File: config.mk
export PLATFORM = sky130hd
export DESIGN_NAME = uart_mul_engine_flat
export DESIGN_NICKNAME = d
export VERILOG_FILES = /design/src/rtl/uart_mul_engine_pkg.sv /design/src/rtl/uart_mul_engine_if.sv /design/src/rtl/uart_mul_engine_seq_shift_add_mul.sv /design/src/rtl/uart_mul_engine.sv /design/src/flat_wrapper.sv
export SDC_FILE = /design/constraint.sdc
export NUM_CORES = 1
export LEC_CHECK = 0
export BUFFER_PORTS_ARGS = -buffer_cell sky130_fd_sc_hd__buf_2
export CORE_MARGIN = 1
export CORE_UTILIZATION = 27
export DETAILED_ROUTE_END_ITERATION = 7
export GPL_TIMING_DRIVEN = 1
export PLACE_DENSITY = 0.4
export SKIP_CTS_REPAIR_TIMING = 1
export SLEW_MARGIN = 30
export SYNTH_ARGS = -nofsm -noshare
export SYNTH_HDL_FRONTEND = slang
export SYNTH_SLANG_ARGS = --single-unit
File: constraint.sdc
create_clock -name clk -period 2.92 [get_ports clk]
set_clock_uncertainty 0.15 [all_clocks]
set_input_delay 0.584 -clock clk [delete_from_list [all_inputs] [get_ports clk]]
set_output_delay 0.584 -clock clk [all_outputs]
set_load 0.02 [all_outputs]
File: src/rtl/uart_mul_engine_pkg.sv
// Shared types and helpers for the UART byte-stream multiply engine.
// Holds the FSM state encoding, byte/counter sizing helpers and the UART byte width.
package mul_uart_pkg;

  localparam int UART_BYTE_W = 8;

  typedef enum logic [2:0] {
    ST_IDLE,
    ST_RX,
    ST_MUL,
    ST_TX,
    ST_TX_GAP,
    ST_DONE
  } state_t;

  // Bytes in one frame: two operands of op_bytes each.
  function automatic int byte_count(input int op_bytes);
    return 2 * op_bytes;
  endfunction

  // Counter width for a limit, never below one bit.
  function automatic int cnt_width(input int limit);
    return (limit > 2) ? $clog2(limit) : 1;
  endfunction

endpackage

File: src/rtl/uart_mul_engine_if.sv
// UART byte handshake between the multiply engine (master) and the UART block (slave).
interface uart_mul_engine_if;
  logic [7:0] rx_data;
  logic       rx_valid;
  logic       tx_ready;
  logic [7:0] tx_data;
  logic       tx_start;

  modport master (input rx_data, rx_valid, tx_ready, output tx_data, tx_start);
  modport slave  (output rx_data, rx_valid, tx_ready, input tx_data, tx_start);
endinterface

File: src/rtl/uart_mul_engine_seq_shift_add_mul.sv
// Unsigned W x W shift-add multiplier, one multiplier bit per cycle.
// done pulses with p valid W cycles after an accepted start; start is ignored while running.
module seq_shift_add_mul #(
  parameter int W = 8
) (
  input  logic           clk,
  input  logic           reset,
  input  logic           start,
  input  logic [W-1:0]   a,
  input  logic [W-1:0]   b,
  output logic           done,
  output logic [2*W-1:0] p
);
  localparam int CW = $clog2(W + 1);

  logic [CW-1:0]  cnt;
  logic           run;
  logic [2*W-1:0] acc;
  logic [2*W-1:0] mcand;
  logic [2*W-1:0] addend;
  logic [W-1:0]   mplier;

  assign addend = mplier[0] ? mcand : '0;

  always_ff @(posedge clk or negedge reset) begin
    if (!reset) begin
      cnt    <= '0;
      run    <= 1'b0;
      acc    <= '0;
      mcand  <= '0;
      mplier <= '0;
      done   <= 1'b0;
      p      <= '0;
    end else begin
      done <= 1'b0;
      if (run) begin
        acc    <= acc + addend;
        mcand  <= mcand << 1;
        mplier <= mplier >> 1;
        cnt    <= cnt - CW'(1);
        // Last partial product is folded straight into p so done lands on cycle W.
        if (cnt == CW'(1)) begin
          run  <= 1'b0;
          done <= 1'b1;
          p    <= acc + addend;
        end
      end else if (start) begin
        acc    <= '0;
        mcand  <= {{W{1'b0}}, a};
        mplier <= b;
        cnt    <= CW'(W);
        run    <= 1'b1;
      end
    end
  end
endmodule

File: src/rtl/uart_mul_engine.sv
// Collects two OP_BYTES operands from UART rx edges, multiplies (signed/unsigned), returns product LS-byte first.
// result_valid W+2 cycles after the last rx edge; each tx byte waits for tx_ready, then TX_GAP idle cycles.
module uart_mul_engine
  import mul_uart_pkg::*;
#(
  parameter int OP_BYTES   = 1,
  parameter int TX_GAP     = 100000,
  parameter int RX_TIMEOUT = 5000000,
  parameter int SIGNED_EN  = 1
) (
  input  logic                clk,
  input  logic                reset,
  input  logic                mul_enable,
  input  logic                signed_mode,
  uart_mul_engine_if.master   uart,
  output logic                busy,
  output logic                frames_received,
  output logic                result_valid,
  output logic                rx_timeout_err
);
  localparam int W  = UART_BYTE_W * OP_BYTES;
  localparam int NB = byte_count(OP_BYTES);
  localparam int KW = cnt_width(NB);
  localparam int TW = cnt_width(RX_TIMEOUT);
  localparam int GW = cnt_width(TX_GAP);

  state_t         state;
  logic           rx_valid_q;
  logic           rx_evt;
  logic           sign_mode;
  logic           mul_start;
  logic           mul_done;
  logic           tx_acc;
  logic           tx_start_r;
  logic [7:0]     tx_data_r;
  logic [KW-1:0]  k;
  logic [KW-1:0]  j;
  logic [TW-1:0]  to_cnt;
  logic [GW-1:0]  gap_cnt;
  logic [2*W-1:0] opbuf;
  logic [2*W-1:0] product;
  logic [2*W-1:0] p_raw;
  logic [W-1:0]   op_a;
  logic [W-1:0]   op_b;
  logic [W-1:0]   mag_a;
  logic [W-1:0]   mag_b;
  logic           neg;

  assign rx_evt = uart.rx_valid & ~rx_valid_q;
  assign op_a   = opbuf[W-1:0];
  assign op_b   = opbuf[2*W-1:W];
  // -2^(W-1) negates to itself, which is the correct W-bit unsigned magnitude.
  assign mag_a  = (sign_mode && op_a[W-1]) ? -op_a : op_a;
  assign mag_b  = (sign_mode && op_b[W-1]) ? -op_b : op_b;
  assign neg    = sign_mode & (op_a[W-1] ^ op_b[W-1]);

  assign busy          = (state != ST_IDLE);
  assign uart.tx_start = tx_start_r;
  assign uart.tx_data  = tx_data_r;

  seq_shift_add_mul #(.W(W)) u_mul (
    .clk   (clk),
    .reset (reset),
    .start (mul_start),
    .a     (mag_a),
    .b     (mag_b),
    .done  (mul_done),
    .p     (p_raw)
  );

  always_ff @(posedge clk or negedge reset) begin
    if (!reset) begin
      state           <= ST_IDLE;
      rx_valid_q      <= 1'b0;
      sign_mode       <= 1'b0;
      mul_start       <= 1'b0;
      tx_acc          <= 1'b0;
      tx_start_r      <= 1'b0;
      tx_data_r       <= '0;
      k               <= '0;
      j               <= '0;
      to_cnt          <= '0;
      gap_cnt         <= '0;
      opbuf           <= '0;
      product         <= '0;
      frames_received <= 1'b0;
      result_valid    <= 1'b0;
      rx_timeout_err  <= 1'b0;
    end else begin
      rx_valid_q     <= uart.rx_valid;
      mul_start      <= 1'b0;
      result_valid   <= 1'b0;
      rx_timeout_err <= 1'b0;
      case (state)
        ST_IDLE: begin
          if (mul_enable) begin
            state     <= ST_RX;
            sign_mode <= signed_mode & (SIGNED_EN != 0);
            k         <= '0;
            to_cnt    <= '0;
          end
        end
        ST_RX: begin
          if (rx_evt) begin
            opbuf[UART_BYTE_W*k +: UART_BYTE_W] <= uart.rx_data;
            to_cnt <= '0;
            if (k == KW'(NB - 1)) begin
              k               <= '0;
              frames_received <= 1'b1;
              mul_start       <= 1'b1;
              state           <= ST_MUL;
            end else begin
              k <= k + KW'(1);
            end
          end else if (k != '0) begin
            // A partial frame is abandoned; the next frame overwrites every byte.
            if (to_cnt == TW'(RX_TIMEOUT - 1)) begin
              rx_timeout_err <= 1'b1;
              k              <= '0;
              to_cnt         <= '0;
              state          <= ST_IDLE;
            end else begin
              to_cnt <= to_cnt + TW'(1);
            end
          end
        end
        ST_MUL: begin
          if (mul_done) begin
            product      <= neg ? -p_raw : p_raw;
            result_valid <= 1'b1;
            j            <= '0;
            tx_acc       <= 1'b0;
            state        <= ST_TX;
          end
        end
        ST_TX: begin
          if (!tx_acc) begin
            if (tx_start_r && !uart.tx_ready) begin
              tx_start_r <= 1'b0;
              tx_acc     <= 1'b1;
            end else if (uart.tx_ready) begin
              tx_start_r <= 1'b1;
              tx_data_r  <= product[UART_BYTE_W*j +: UART_BYTE_W];
            end
          end else if (uart.tx_ready) begin
            tx_acc  <= 1'b0;
            gap_cnt <= '0;
            state   <= ST_TX_GAP;
          end
        end
        ST_TX_GAP: begin
          if (gap_cnt == GW'(TX_GAP - 1)) begin
            gap_cnt <= '0;
            if (j == KW'(NB - 1)) begin
              state <= ST_DONE;
            end else begin
              j     <= j + KW'(1);
              state <= ST_TX;
            end
          end else begin
            gap_cnt <= gap_cnt + GW'(1);
          end
        end
        ST_DONE: begin
          frames_received <= 1'b0;
          j               <= '0;
          state           <= ST_IDLE;
        end
        default: state <= ST_IDLE;
      endcase
    end
  end
endmodule

File: src/flat_wrapper.sv
// flat-port wrapper written by rule: the top's interface ports become plain ports
module uart_mul_engine_flat import mul_uart_pkg::*;
#(
  parameter int OP_BYTES   = 1,
  parameter int TX_GAP     = 100000,
  parameter int RX_TIMEOUT = 5000000,
  parameter int SIGNED_EN  = 1
)
  (clk, reset, mul_enable, signed_mode, busy, frames_received, result_valid, rx_timeout_err, uart_rx_data, uart_rx_valid, uart_tx_ready, uart_tx_data, uart_tx_start);
  uart_mul_engine_if uart_i ();
  input  logic clk;
  input  logic reset;
  input  logic mul_enable;
  input  logic signed_mode;
  output logic busy;
  output logic frames_received;
  output logic result_valid;
  output logic rx_timeout_err;
  input wire logic [$bits(uart_i.rx_data)-1:0] uart_rx_data;
  input wire logic [$bits(uart_i.rx_valid)-1:0] uart_rx_valid;
  input wire logic [$bits(uart_i.tx_ready)-1:0] uart_tx_ready;
  output wire logic [$bits(uart_i.tx_data)-1:0] uart_tx_data;
  output wire logic [$bits(uart_i.tx_start)-1:0] uart_tx_start;
  assign uart_i.rx_data = uart_rx_data;
  assign uart_i.rx_valid = uart_rx_valid;
  assign uart_i.tx_ready = uart_tx_ready;
  assign uart_tx_data = uart_i.tx_data;
  assign uart_tx_start = uart_i.tx_start;
  uart_mul_engine #(.OP_BYTES(OP_BYTES), .TX_GAP(TX_GAP), .RX_TIMEOUT(RX_TIMEOUT), .SIGNED_EN(SIGNED_EN)) u_core (.clk(clk), .reset(reset), .mul_enable(mul_enable), .signed_mode(signed_mode), .uart(uart_i), .busy(busy), .frames_received(frames_received), .result_valid(result_valid), .rx_timeout_err(rx_timeout_err));
endmodule
==> results by stage, run 1 <==
Run status:
- The flow ran to the end, and the final reports show no timing, DRC or antenna violations.

Clock tree:
- The insertion delay to the later sink of the worst-skew pair is 440 ps.
- In this run the deepest clock path goes through 2 buffers.
- The number of clock buffers added by TritonCTS is 17.
- The H-tree was split into 4 levels.
- The clock slew at the register clock pins of the worst setup and hold paths is 70 ps.
- The cell at the root of the clock tree is sky130_fd_sc_hd__clkbuf_16.
- The clock tree from TritonCTS is done.
- The sink count of the clock tree is 155.

Detailed routing:
- Dividing the detail-routed via count by the number of cells gives 4.635.
- The pre-antenna-repair detailed-routing pass consisted of 4 iterations.
- For this block, wires on met1 add up to 9.731 mm.
- The met2 wire length is 8.201 mm.
- After detailed routing, the total wire length is 18.49 mm.
- The top layer reached by signal wires is met4.
- The wire length on met3 is 402 µm.
- The violation count after the first detailed-routing iteration is 309.
- The number of nets still failing antenna checks after routing is 0.
- After detailed routing, the average wire length per cell comes to 14.33 µm.
- The residual DRC count is 0.
- The via count is 5979.

Setup path:
- The signal on the critical path passes through and2_1 > ha_1 > fa_1 > a21o_1 > a221oi_2 > o21ai_1 > o22ai_2 > o21bai_1 > xnor2_1 > o21ai_0.
- The kind of cell adding the most delay to the critical path is compound AO/OA/AOI/OAI gates.
- The kind of critical path is reg2reg.
- The largest single stage delay on the critical path is 400 ps.
- The startpoint type of the worst setup path is a flip-flop.
- The arrival time of the worst setup path is 2850 ps.
- The count of buffering cells on the critical path with inverters included is 0.
- The endpoint class of the critical path is a flip-flop.
- The slowest stage of the critical path is the sky130_fd_sc_hd__dfrtp_1 cell.
- For the worst setup path, the data required time is 3080 ps.
- Along the worst path, the maximum fanout reaches 3.

Pwr:
- The worst ir drop on vdd is 0.5462 mV.
- In this run the static leakage power is 4.042 nW.
- Summing internal, switching and leakage power gives 7.963 mW.
- The power per cell area is 866.4 nW/µm².

Logic synthesis:
- The most used flip-flop cell after synthesis is sky130_fd_sc_hd__dfrtp_1.
- In the post-synthesis netlist, the cell with the most instances is sky130_fd_sc_hd__nand2_1.
- Summed over all instances, the cell type with the most area after synthesis is sky130_fd_sc_hd__dfrtp_1.
- The post-synthesis area per instance is 9.242 µm².
- For this run, asynchronously set or reset flops after synthesis account for 1.000.
- The number of warnings reported in the yosys synthesis log is 0.
- The distinct cell type count of the synthesized netlist is 62.
- The mapped netlist covers 7958 µm².
- Of the post-synthesis cell area, the dominant cell type holds 0.4874.
- Synthesis inferred 155 register bits.
- After synthesis, the cell types taking the most area are sky130_fd_sc_hd__dfrtp_1, sky130_fd_sc_hd__nand2_1, sky130_fd_sc_hd__o21ai_0, sky130_fd_sc_hd__xor2_1, sky130_fd_sc_hd__ha_1.
- The net count after synthesis is 898.
- The number of instances in the synthesized netlist is 861.
- Ranked by instance count, the synthesized netlist is headed by sky130_fd_sc_hd__nand2_1, sky130_fd_sc_hd__dfrtp_1, sky130_fd_sc_hd__o21ai_0.
- The synthesized design contains 0 enable-type register cells.
- For this run, the register share of the synthesized area comes to 0.4874.

STA:
- Dividing the final minimum period by the clock period gives 0.9213.
- Setup repair after global routing left no endpoint under its margin.
- Headroom to the max-slew limit came out at 0.4952.
- The maximum frequency from static timing analysis is 371.7 MHz.
- The count of pins over their slew limit is 0.
- The summed negative setup slack over all endpoints is 0 ps.
- The final count of hold timing violations is 0.
- For the pin with the worst max-slew slack, the measured transition is 753.7 ps.
- The setup violation total in the final timing report is 0.
- The final critical delay including setup and external delays is 2690 ps.

GRT:
- The via count of the first global-routing pass is 6030.
- Summed over all layers, the global routing overflow is 0.
- For this run, the total global-route usage over all layers was measured as 0.1311.
- The largest net degree at the start of global routing is 47.
- The initial antenna violation count is 0.
- The wire length of the first global-routing pass is 31.71 mm.

Die:
- The number of primary I/O pins is 27.
- The chip height is 173.7 µm.
- The placeable core region is 28860 µm².
- The initial core utilization is 0.2758.
- The die is 173.7 µm wide.
- The row count is 62.
- The die covers 30160 µm².

Cells and area:
- The number of inserted filler cells in the final layout is 3075.
- The count of nets after finishing is 930.
- The area added between synthesis and finish is 15.50%.
- The fraction of final layout cells sized beyond drive strength 1 is 0.1115.
- The antenna cell count is 0.
- In the final layout, the multi-input gates occupy 3882 µm².
- The register area is 3879 µm².

Placement:
- The weighted congestion reported at the end of routability-driven placement is 0.7462.
- During placement, the flow inserted port buffers numbering 26.
- Summed over all nets, the half-perimeter wirelength after detailed placement is 12.93 mm.

Flow run:
- The number of maximum-capacitance constraint violations is 0.

Min path:
- The worst hold-check path type is in2reg.
-- where the power goes --
part / internal [mW] / leakage [nW] / switching (mW)
Sequential: 2.67 / 2.09 / 0.577
Clock: 1.11 / 0.264 / 0.987
Combinational: 1.05 / 1.69 / 1.57
-- cell families (layout without fill, tap and decap cells) --
family / Yosys count / after routing / synth area share
DFF: 155 / 155 / 0.4874
muxes: 22 / 22 / 0.02909
buffers and inverters: 53 / 98 / 0.02626
AOI/OAI and AO/OA: 206 / 206 / 0.1528
and+or+nand+nor: 343 / 343 / 0.2024
xor gates and xnor gates: 59 / 59 / 0.06494
adders and majority gates: 23 / 23 / 0.03711
-- registers in the layout, indices dropped and copies added, names as in the netlist, 3 cells and up --
name / count
u_core.u_mul.mplier: 8
u_core.to_cnt: 23
u_core.state: 3
u_core.u_mul.mcand: 16
u_core.gap_cnt: 17
u_core.u_mul.cnt: 4
u_core.product: 16
u_core.u_mul.acc: 16
u_core.opbuf: 16
u_core.uart.tx_data: 8
u_core.u_mul.p: 16
-- final cells by class --
type,count,area share
Multi-Input combinational cell,653,0.4224
Sequential cell,155,0.4220
Tap cell,384,0.05227
Clock buffer,18,0.04669
Timing Repair Buffer,47,0.03635
Clock inverter,14,0.01252
Inverter,19,0.007759
-- stage by stage --
step	hold slack (ps)	std cells	util	worst slack, ps	instance area, µm²
after floorplan	138.4	861	-	280.1	7958
after global placement	312.3	1257	0.2989	14.68	8625
after detailed placement	319.4	1257	0.2989	29.01	8625
after CTS	-103.8	1289	0.3177	25.63	9169
after global routing	125.3	1290	0.3185	39.01	9191
final	146.4	1290	0.3185	229.9	9191
-- final timing paths --
| path | start | endpoint | slack, ps | cells after the start |
|---|---|---|---|---|
| max | u_core.u_mul.mcand[0] | u_core.u_mul.acc[12] | 230 | 10 |
| min | uart_rx_valid | u_core.rx_valid_q | 150 | 1 |
| max reg2reg | u_core.u_mul.mcand[0] | u_core.u_mul.acc[12] | 230 | 10 |
| min reg2reg | u_core.uart.tx_data[7] | u_core.uart.tx_data[7] | 330 | 2 |
| max in group asynchronous | reset | u_core.u_mul.mcand[6] | 1410 | 3 |
| min in group asynchronous | reset | u_core.uart.tx_data[4] | 480 | 2 |
-- cells in the final DEF, fill, tap and decap left out, types with 12 or more instances in the layout --
| cell type | instances |
|---|---|
| sky130_fd_sc_hd__nor2_1 | 51 |
| sky130_fd_sc_hd__inv_1 | 18 |
| sky130_fd_sc_hd__a21oi_1 | 23 |
| sky130_fd_sc_hd__nand2_1 | 161 |
| sky130_fd_sc_hd__o31ai_1 | 12 |
| sky130_fd_sc_hd__o21ai_1 | 19 |
| sky130_fd_sc_hd__dfrtp_1 | 155 |
| sky130_fd_sc_hd__or3_1 | 12 |
| sky130_fd_sc_hd__xor2_1 | 39 |
| sky130_fd_sc_hd__buf_2 | 25 |
| sky130_fd_sc_hd__nand3_1 | 32 |
| sky130_fd_sc_hd__clkbuf_16 | 17 |
| sky130_fd_sc_hd__buf_4 | 17 |
| sky130_fd_sc_hd__o21ai_0 | 110 |
| sky130_fd_sc_hd__xnor2_1 | 20 |
| sky130_fd_sc_hd__and2_1 | 18 |
| sky130_fd_sc_hd__mux2i_1 | 13 |
| sky130_fd_sc_hd__ha_1 | 22 |
-- per-layer routing --
metal / vias up / global-route usage
met5: - / 0
met4: 0 / 0.03947
met3: 12 / 0.03114
met2: 58 / 0.1958
met1: 2853 / 0.1868
li1: 3056 / -
Power figures use the tool's default switching activity.
==> run 2, diff against run 1 <==
Settings changed: CELL_PAD_IN_SITES_DETAIL_PLACEMENT set to 1, CELL_PAD_IN_SITES_GLOBAL_PLACEMENT set to 1, PLACE_DENSITY 0.4 to 0.48.
==> run 2 against run 1 <==
Sequential share of layout area down 0.092 points. Sequential power about the same. Clock power up 5%. Highest routed layer unchanged. Worst hold slack better by 1.4 ps. Critical path depth unchanged. Critical path type unchanged. Register-to-register slack better by 20 ps. Setup slack better by 22 ps. Routed wire length up 8.3%.
==> results by stage, run 2 (synthesized netlist as in run 1, its figures left out) <==
Run status:
- The flow ran to the end, and the final reports show no timing, DRC or antenna violations.

Detailed routing:
- The average wire per cell in the routed design is 15.48 µm (+8.0%).
- The final routed wirelength across all metal layers is 20.02 mm (+8.3%).
- The via count was 6092 (+1.9%).
- The mean number of vias per cell was 4.712 (+1.7%).
- The residual DRC count is 0 (unchanged).
- The number of nets still failing antenna checks after routing is 0 (unchanged).
- The violation count after the first detailed-routing iteration was 249 (-19%).
- The number of iterations in the first detailed-routing pass came to 4 (unchanged).

Clock tree:
- The sink count of the clock tree is 155 (unchanged).
- The clock buffer count from CTS was 17 (unchanged).
- The clock slew at the register clock pins of the worst setup and hold paths is 70 ps (about the same).
- The insertion delay to the later sink of the worst-skew pair is 440 ps (about the same).
- The clock tree from TritonCTS is done.
- The H-tree depth was 4 (unchanged).
- The maximum buffer depth of the clock tree was 2 (unchanged).
- The cell at the root of the clock tree is sky130_fd_sc_hd__clkbuf_16.

Cells and area:
- The antenna cell count came to 0 (unchanged).
- The number of inserted filler cells in the final layout is 3359 (+9.2%).
- The most frequent standard cell in the layout excluding fill and tap cells is sky130_fd_sc_hd__nand2_1.
- Counting flops per register, the top entry is u_core.to_cnt.
- The flip-flop count of the largest register after layout is 23 (unchanged).
- The count of nets after finishing is 933 (+0.32%).
- The fraction of final layout cells sized beyond drive strength 1 was 0.1144 (+0.002932).
- The largest registers in the layout are u_core.to_cnt: 23 flops, u_core.gap_cnt: 17 flops.
- From synthesis to final layout, the design area changed by 15.75%.
- The post-layout instance area is 9211 µm² (+0.22%).
- The library cells used most frequently in the layout, excluding fill and tap cells, are sky130_fd_sc_hd__nand2_1, sky130_fd_sc_hd__dfrtp_1, sky130_fd_sc_hd__o21ai_0, sky130_fd_sc_hd__nor2_1, sky130_fd_sc_hd__xor2_1.

Pwr:
- The leakage component of the power came to 4.051 nW (+0.23%).
- The portion of total power attributed to the clock network is 0.270 (+0.007).
- The power share of the combinational group is 0.329 (about the same).
- The total net switching power is 3.203 mW (+2.3%).
- The power per cell area was 880.7 nW/µm² (+1.7%).
- The worst ir drop on vdd is 0.4618 mV (-15%).
- The internal power summed over all cells is 4.910 mW (+1.6%).
- The switching share of total power is 0.3948 (+0.001745).
- The part of the power in registers is 0.401 (-0.007).

Setup path:
- The worst-path maximum fanout was 3 (unchanged).
- The worst setup path is launched from a flip-flop.
- In this design, the critical path's most frequently occurring cell is sky130_fd_sc_hd__o21ai_1.
- The signal on the critical path passes through and2_1 > ha_1 > fa_1 > a21o_1 > a221oi_2 > o21ai_1 > o22ai_2 > o21ai_1 > xnor2_1 > o21ai_0.
- The endpoint class of the critical path is a flip-flop.
- The endpoint required time on the critical path is 3080 ps (about the same).
- The worst-path cell with the longest stage delay is sky130_fd_sc_hd__fa_1.
- The arrival time of the worst setup path came to 2830 ps (-20 ps).
- The biggest cell delay along the critical path is 420 ps (+20 ps).
- The critical path is of the reg2reg type.

GRT:
- The largest net degree at the start of global routing is 64 (+36%).
- The via count of the first global-routing pass is 6522 (+8.2%).
- The overall track demand over capacity in global routing is 0.1429 (+0.01177).
- The initial antenna violation count is 0 (unchanged).
- The wire length of the first global-routing pass is 34.71 mm (+9.5%).
- The total congestion overflow after global routing came to 0 (unchanged).

STA:
- The transition time at the pin with the least slew margin is 710.7 ps (-43.05 ps).
- The setup violation total in the final timing report is 0 (unchanged).
- The post-route clock period utilization was 0.9137 (-0.007536).
- The worst hold slack across all endpoints was 147.8 ps (+1.424 ps).
- The final count of hold timing violations is 0 (unchanged).
- The worst slew slack as a fraction of its limit was 0.5240 (+0.02883).
- Setup repair after global routing left no endpoint under its margin.
- The count of pins over their slew limit is 0 (unchanged).
- The final critical delay including setup and external delays is 2668 ps (-22.00 ps).
- The maximum frequency from static timing analysis came to 374.8 MHz (+0.82%).

Die:
- The row count is 62 (unchanged).
- The die outline area is 30160 µm² (unchanged).
- The chip height came to 173.7 µm (unchanged).
- The initial core utilization is 0.2758 (unchanged).
- The placeable core region was 28860 µm² (unchanged).
- The number of primary I/O pins is 27 (unchanged).
- The width of the die came to 173.7 µm (unchanged).

Placement:
- The count of input and output buffers is 26 (unchanged).
- The final HPWL from detailed placement is 14.36 mm (+11%).
- The cell area after placement is 8622 µm² (about the same).
- The weighted congestion reported at the end of routability-driven placement was 0.7583 (+1.6%).

Flow run:
- The number of maximum-capacitance constraint violations is 0 (unchanged).

Min path:
- The path class of the tightest hold or removal check is in2reg.
[run 2: final timing paths]
kind | start | end | slack (ps) | cells past startpoint
worst min register to register | u_core.uart.tx_data[6] | u_core.uart.tx_data[6] | 330 | 2
max in group asynchronous | reset | u_core.gap_cnt[10] | 1350 | 3
worst min-delay path | uart_rx_valid | u_core.rx_valid_q | 150 | 1
min in group asynchronous | reset | u_core.product[12] | 510 | 2
worst max-delay path | u_core.u_mul.mcand[0] | u_core.u_mul.acc[14] | 250 | 10
worst max register to register | u_core.u_mul.mcand[0] | u_core.u_mul.acc[14] | 250 | 10
[run 2: area by class of cell]
type / instances / area, µm² / area share
Timing Repair Buffer: 50 / 331.6 / 0.03600
Sequential cell: 155 / 3879 / 0.4211
Tap cell: 384 / 480.5 / 0.05216
Clock inverter: 14 / 137.6 / 0.01494
Multi-Input combinational cell: 653 / 3882 / 0.4215
Clock buffer: 18 / 429.2 / 0.04659
Inverter: 19 / 71.32 / 0.007742
[run 2: metrics by stage]
step | worst slack (ps) | total power [mW] | utilization | instances | setup TNS [ps]
detailed placement | -72.04 | 6.035 | 0.2988 | 1260 | -229.1
finish | 251.9 | 8.113 | 0.3192 | 1293 | 0
global placement | -19.77 | 6.019 | 0.2988 | 1260 | -74.52
global route | 14.57 | 8.793 | 0.3192 | 1293 | 0
floorplan | 280.1 | 5.074 | - | 861 | 0
CTS | -56.36 | 8.289 | 0.3184 | 1292 | -197.2
[run 2: power groups by stage]
stage | logic (mW) | clock network (mW) | registers, mW
global route | 3.08 | 2.36 | 3.36
floorplan | 1.99 | 0 | 3.08
global placement | 2.72 | 0 | 3.30
CTS | 2.74 | 2.28 | 3.27
detailed placement | 2.73 | 0 | 3.30
finish | 2.67 | 2.19 | 3.25
[run 2: critical path, delay by kind of cell (launching register included)]
kind / cells / cell delay, ps
compound gates: 6 / 1040
fa+ha+maj: 2 / 620
flops: 1 / 390
xor+xnor: 1 / 170
simple gates: 1 / 160
[run 2: layer usage]
metal,wire (µm),share of wire,global-route usage,vias up
met4,213,0.011,0.03801,0
met5,0,0,0,-
li1,-,-,-,3069
met1,10240,0.51,0.1976,2959
met3,514,0.026,0.02763,15
met2,9056,0.45,0.2276,49
